### src/rtl/mmio_timer.sv
// Memory-mapped timebase (us/ms/s free-running counters) plus NCH countdown
// channels with auto-reload, sticky expiry flags and per-channel interrupts.
module mmio_timer #(
    parameter int unsigned CLK_HZ = 1000000,
    parameter int unsigned NCH    = 4
) (
    input  logic           clock,
    input  logic           reset,
    input  logic           sel,
    input  logic           we,
    input  logic [7:0]     addr,
    input  logic [31:0]    wdata,
    output logic [31:0]    rdata,
    output logic [NCH-1:0] irq
);

    localparam int unsigned PreDiv = CLK_HZ / 1000000;

    logic [31:0] pre_q, pre_d;
    logic [9:0]  us_sub_q, us_sub_d;
    logic [9:0]  ms_sub_q, ms_sub_d;
    logic [31:0] cnt_us_q, cnt_us_d;
    logic [31:0] cnt_ms_q, cnt_ms_d;
    logic [31:0] cnt_s_q, cnt_s_d;
    logic        us_tick, ms_tick, s_tick, gclr;

    logic [31:0] load_q  [NCH];
    logic [31:0] load_d  [NCH];
    logic [31:0] count_q [NCH];
    logic [31:0] count_d [NCH];
    logic [3:0]  ctrl_q  [NCH];
    logic [3:0]  ctrl_d  [NCH];
    logic [NCH-1:0] exp_q, exp_d;

    logic [NCH-1:0] ld_we, ct_we, st_we, ctick, dec, expire;

    logic       wr;
    logic [3:0] page;
    logic [1:0] word;
    logic [3:0] ch_idx;
    logic       ch_hit;
    logic [1:0] unused_addr;

    assign wr          = sel && we;
    assign page        = addr[7:4];
    assign word        = addr[3:2];
    assign ch_idx      = page - 4'd4;
    assign ch_hit      = (page >= 4'd4) && ({28'd0, ch_idx} < NCH);
    assign unused_addr = addr[1:0];

    // Free-running timebase; a GCTRL clear overrides any increment this cycle.
    always_comb begin
        us_tick  = (pre_q == PreDiv - 1);
        ms_tick  = us_tick && (us_sub_q == 10'd999);
        s_tick   = ms_tick && (ms_sub_q == 10'd999);
        gclr     = wr && (addr[7:2] == 6'h03) && wdata[0];
        pre_d    = pre_q;
        us_sub_d = us_sub_q;
        ms_sub_d = ms_sub_q;
        cnt_us_d = cnt_us_q;
        cnt_ms_d = cnt_ms_q;
        cnt_s_d  = cnt_s_q;
        if (gclr) begin
            pre_d    = '0;
            us_sub_d = '0;
            ms_sub_d = '0;
            cnt_us_d = '0;
            cnt_ms_d = '0;
            cnt_s_d  = '0;
        end else begin
            pre_d = us_tick ? 32'd0 : pre_q + 32'd1;
            if (us_tick) begin
                us_sub_d = ms_tick ? 10'd0 : us_sub_q + 10'd1;
                cnt_us_d = cnt_us_q + 32'd1;
            end
            if (ms_tick) begin
                ms_sub_d = s_tick ? 10'd0 : ms_sub_q + 10'd1;
                cnt_ms_d = cnt_ms_q + 32'd1;
            end
            if (s_tick) begin
                cnt_s_d = cnt_s_q + 32'd1;
            end
        end
    end

    always_comb begin
        for (int k = 0; k < NCH; k++) begin
            ld_we[k]  = wr && ch_hit && (ch_idx == 4'(k)) && (word == 2'd0);
            ct_we[k]  = wr && ch_hit && (ch_idx == 4'(k)) && (word == 2'd2);
            st_we[k]  = wr && ch_hit && (ch_idx == 4'(k)) && (word == 2'd3);
            ctick[k]  = ctrl_q[k][2] ? ms_tick : us_tick;
            // CPU writes to LOAD/CTRL take priority over this cycle's decrement.
            dec[k]    = ctrl_q[k][0] && ctick[k] && (count_q[k] != 32'd0)
                        && !ld_we[k] && !ct_we[k];
            expire[k] = dec[k] && (count_q[k] == 32'd1);

            load_d[k]  = load_q[k];
            count_d[k] = count_q[k];
            ctrl_d[k]  = ctrl_q[k];
            if (ld_we[k]) begin
                load_d[k]  = wdata;
                count_d[k] = wdata;
            end else if (dec[k]) begin
                if (expire[k]) begin
                    count_d[k] = ctrl_q[k][1] ? load_q[k] : 32'd0;
                end else begin
                    count_d[k] = count_q[k] - 32'd1;
                end
            end
            if (ct_we[k]) begin
                ctrl_d[k] = wdata[3:0];
            end else if (expire[k] && !ctrl_q[k][1]) begin
                ctrl_d[k] = ctrl_q[k] & 4'b1110;
            end
            exp_d[k] = (exp_q[k] && !(st_we[k] && wdata[0])) || expire[k];
            irq[k]   = exp_q[k] && ctrl_q[k][3];
        end
    end

    always_comb begin
        rdata = '0;
        if (page == 4'd0) begin
            case (word)
                2'd0:    rdata = cnt_us_q;
                2'd1:    rdata = cnt_ms_q;
                2'd2:    rdata = cnt_s_q;
                default: rdata = '0;
            endcase
        end else if (ch_hit) begin
            for (int k = 0; k < NCH; k++) begin
                if (ch_idx == 4'(k)) begin
                    case (word)
                        2'd0:    rdata = load_q[k];
                        2'd1:    rdata = count_q[k];
                        2'd2:    rdata = {28'd0, ctrl_q[k]};
                        default: rdata = {31'd0, exp_q[k]};
                    endcase
                end
            end
        end
    end

    always_ff @(posedge clock) begin
        if (reset) begin
            pre_q    <= '0;
            us_sub_q <= '0;
            ms_sub_q <= '0;
            cnt_us_q <= '0;
            cnt_ms_q <= '0;
            cnt_s_q  <= '0;
            exp_q    <= '0;
            for (int k = 0; k < NCH; k++) begin
                load_q[k]  <= '0;
                count_q[k] <= '0;
                ctrl_q[k]  <= '0;
            end
        end else begin
            pre_q    <= pre_d;
            us_sub_q <= us_sub_d;
            ms_sub_q <= ms_sub_d;
            cnt_us_q <= cnt_us_d;
            cnt_ms_q <= cnt_ms_d;
            cnt_s_q  <= cnt_s_d;
            exp_q    <= exp_d;
            for (int k = 0; k < NCH; k++) begin
                load_q[k]  <= load_d[k];
                count_q[k] <= count_d[k];
                ctrl_q[k]  <= ctrl_d[k];
            end
        end
    end

endmodule

### config.mk
export PLATFORM = sky130hd
export DESIGN_NAME = mmio_timer
export DESIGN_NICKNAME = d
export VERILOG_FILES = /design/src/rtl/mmio_timer.sv
export SDC_FILE = /design/constraint.sdc
export NUM_CORES = 1
export LEC_CHECK = 0
export ABC_AREA = 1
export BUFFER_PORTS_ARGS = -buffer_cell sky130_fd_sc_hd__buf_2
export CORE_ASPECT_RATIO = 0.9
export CORE_UTILIZATION = 50
export DETAILED_ROUTE_END_ITERATION = 16
export PLACE_DENSITY = 0.66
export SYNTH_ARGS = -nofsm -noshare
export SYNTH_HDL_FRONTEND = slang
export SYNTH_SLANG_ARGS = --single-unit
export TNS_END_PERCENT = 30
### constraint.sdc
create_clock -name clock -period 4.2 [get_ports clock]
set_clock_uncertainty 0.2 [all_clocks]
set_input_delay 0.84 -clock clock [delete_from_list [all_inputs] [get_ports clock]]
set_output_delay 0.84 -clock clock [all_outputs]
set_load 0.03 [all_outputs]
==> metrics.csv <==
metric;value;unit
status;complete, but fails checks;
failing checks;setup timing;
layout cells sized above 1;8.14;%
adder-cell share of the synthesized area;0.886;%
CP arrival;3180;ps
Chip Height;222;um
Synth async-reset ratio;0;%
routability cong.;1.03;
HP Class;register to register;
DIE AREA;54600;um2
final core occ;56.4;%
crit end category;output pin;
Synth Area in Compound Gates;18.6;%
syn nets;4431;
vias per cell;5.79;
top_reg_cell synth;dfxtp_1;
syn_area_per_cell;6.15;um2
max cap viols;0;
P per Cell Area;308;nW/um2
Num CTS Buffers;49;
Yosys cell types;53;
clock transition at the registers of the reported paths;60;ps
vias in the first global route;26300;
HPWL after detailed placement;73.9;mm
post-layout power;0.00924;W
antenna violations before repair;7;
DR vias;29800;
RSZ-0062 raised after global routing;false;
R2R Setup Slk;950;ps
max_slew headroom;25.7;%
Port-buffer cells;77;
mux cell area share after synthesis;0;%
I/O pin cnt;80;
Setup violations, final;2;
NumNets Final;4475;
Initial Utilization;50.6;%
CTS tree;yes;
clock root cell;clkbuf_16;
Clock Sinks;424;
htree depth;2;
largest family of logic cells by synthesized area;simple AND/OR/NAND/NOR gates;
Post-route DRC;0;
critical path peak fanout;7;
Global Route Usage Sum;36.5;%
Post-Place Worst Slack;70.2;ps
Max Freq;237;MHz
Synth Register Bits;424;
pin count of the biggest net entering global routing;166;
core box area;53100;um2
Critical Path RT;3160;ps
Final Max Tran Viols;0;
leak pwr;12.2;nW
Post-CTS Setup Repair Bufs;0;
Non-Filler Instances;5145;
Wirelength per Cell;19.9;um
Initial DRC Count;3280;
Tmin final;4220;ps
Synth Area in XOR/XNOR;4.63;%
Hold Vio Cnt, Final;0;
First-pass DRT Iterations;6;
chip width;246;um
Post-synth EDFFs;0;
Congestion Overflow GR;0;
fillcell total;5458;
ANT nets after route;0;
first-pass GRT wire length;155;mm
register area share after synthesis;31.6;%
Clk Latency, worst-skew pair;600;ps
post-synthesis simple-gate area fraction;34.9;%
setup slack after layout;-21.7;ps
Placed Cells;5058;
Syn. warnings;0;
mapped cell area;26800;um2
fin crit share;101;%
Peak VDD IR;0.396;mV
CTS max path bufs;3;
startpoint types;input port;
kind of critical path;input port to output pin;
post-synthesis instance total;4368;
Worst-Margin Slew;1110;ps
number of core rows;80;
Area growth, synth to finish;11.6;%
Routed WL;102;mm
n_diodes;0;
## layout make-up
cell class,instances,area (um2),area share [%]
tap,697,872,2.91
timing repair buffer,192,1430,4.78
sequential,424,8490,28.3
inverter,437,1650,5.50
clock buffer,68,1420,4.73
clock inverter,19,220,0.735
multi-input combinational,3308,15900,53.0
## path summary, 6_finish.rpt
path,from,cells past startpoint,to
max,addr[3],14,rdata[31]
min,load_q[1][29],2,load_q[1][29]
max reg2reg,count_q[2][21],12,count_q[2][8]
min reg2reg,load_q[1][29],2,load_q[1][29]
## Yosys cell counts (5+ instances only)
| library cell | count | area [um2] |
|---|---|---|
| nor3_2 | 5 | 50.1 |
| buf_2 | 46 | 230 |
| a21oi_1 | 495 | 2480 |
| o21ai_1 | 53 | 265 |
| clkinv_1 | 5 | 18.8 |
| nand2_1 | 1203 | 4520 |
| nor2_2 | 21 | 131 |
| a31oi_1 | 9 | 56.3 |
| nor2_4 | 9 | 101 |
| o211ai_1 | 29 | 218 |
| o22ai_1 | 38 | 238 |
| xnor2_1 | 17 | 149 |
| or2_2 | 5 | 31.3 |
| a211oi_1 | 7 | 52.6 |
| a22o_1 | 9 | 78.8 |
| nor2_1 | 474 | 1780 |
| nor3b_1 | 7 | 52.6 |
| nor3_1 | 106 | 531 |
| ha_1 | 19 | 238 |
| nor4_1 | 24 | 150 |
| a221oi_1 | 17 | 149 |
| inv_2 | 15 | 56.3 |
| nand3_1 | 259 | 1300 |
| nand2_2 | 14 | 87.6 |
| buf_1 | 24 | 90.1 |
| inv_1 | 415 | 1560 |
| dfxtp_1 | 424 | 8490 |
| o21bai_1 | 5 | 37.5 |
| buf_6 | 7 | 78.8 |
| xor2_1 | 125 | 1090 |
| and3_1 | 5 | 31.3 |
| o221ai_1 | 10 | 87.6 |
| nand4_1 | 65 | 407 |
| clkbuf_1 | 120 | 450 |
| o21ai_0 | 247 | 1240 |
## critical path, stage by stage
cell and delay [ps]:
buf_2 190, inv_1 120, nand2_4 70, inv_2 110, buf_4 190, nand2_1 60, a21oi_1 60, o21ai_0 480
nand2_1 180, o21ai_0 200, nand2_1 90, nand2_1 180, o21ai_0 180, buf_2 240
## cells in the final DEF, fill, tap and decap left out, drive strengths merged
cell type	n
ha	19
clkinv	20
or3	1
and3	5
clkinvlp	1
buf	191
clkbuf	69
o211ai	29
a21oi	496
or2	7
nand3b	1
a31o	1
o21a	4
xor2	125
a211oi	7
inv	430
and2	2
nand4	67
a22o	9
nand2	1220
xnor2	17
a221oi	17
o22ai	38
dfxtp	424
a31oi	9
nor2	506
nor4	24
o2111ai	2
o31ai	4
o221ai	10
nand3	263
o21bai	5
o311ai	1
nor3b	7
o21ai	300
bufinv	5
nor3	112
## through the flow
step	setup TNS (ps)	instance area (um2)	hold WS, ps
2_1_floorplan	0	26800	241
3_3_place_gp	0	28300	252
3_5_place_dp	0	28300	256
4_1_cts	0	29900	265
5_1_grt	0	29900	284
6_report	-34.5	29900	262
## state kept, by name, summed over array words and instances (netlist names)
name      cells
exp_q         4
count_q     128
pre_q        32
load_q      128
ms_sub_q     10
cnt_ms_q     32
cnt_s_q      32
cnt_us_q     32
us_sub_q     10
ctrl_q       16
## timing repair
item	4_1_cts	5_1_grt
hold buffers	0	0
setup endpoints to repair	0	14
resized for setup	0	9
## layer usage
metal	share of wire, %	global-route usage (%)	vias up	wire length [um]
met2	41	52.3	1513	41900
met3	12	7.92	216	12300
met1	43	53.2	13700	44500
met4	3.5	12.9	6	3630
met5	0.029	0	-	30
li1	-	-	14400	-
## power by group
part / internal (W) / switching (W)
clock network: 0.00265 / 0.00184
logic: 0.000181 / 0.000524
registers: 0.00403 / 0.0000121
total: 0.00686 / 0.00237
## kinds of logic after synthesis
group / after synthesis
adders and majority gates: 19
AOI/OAI and AO/OA: 932
buffers and inverters: 636
xor gates and xnor gates: 142
and+or+nand+nor: 2215
DFF: 424
Note: power is estimated with default switching activity, not from simulation.
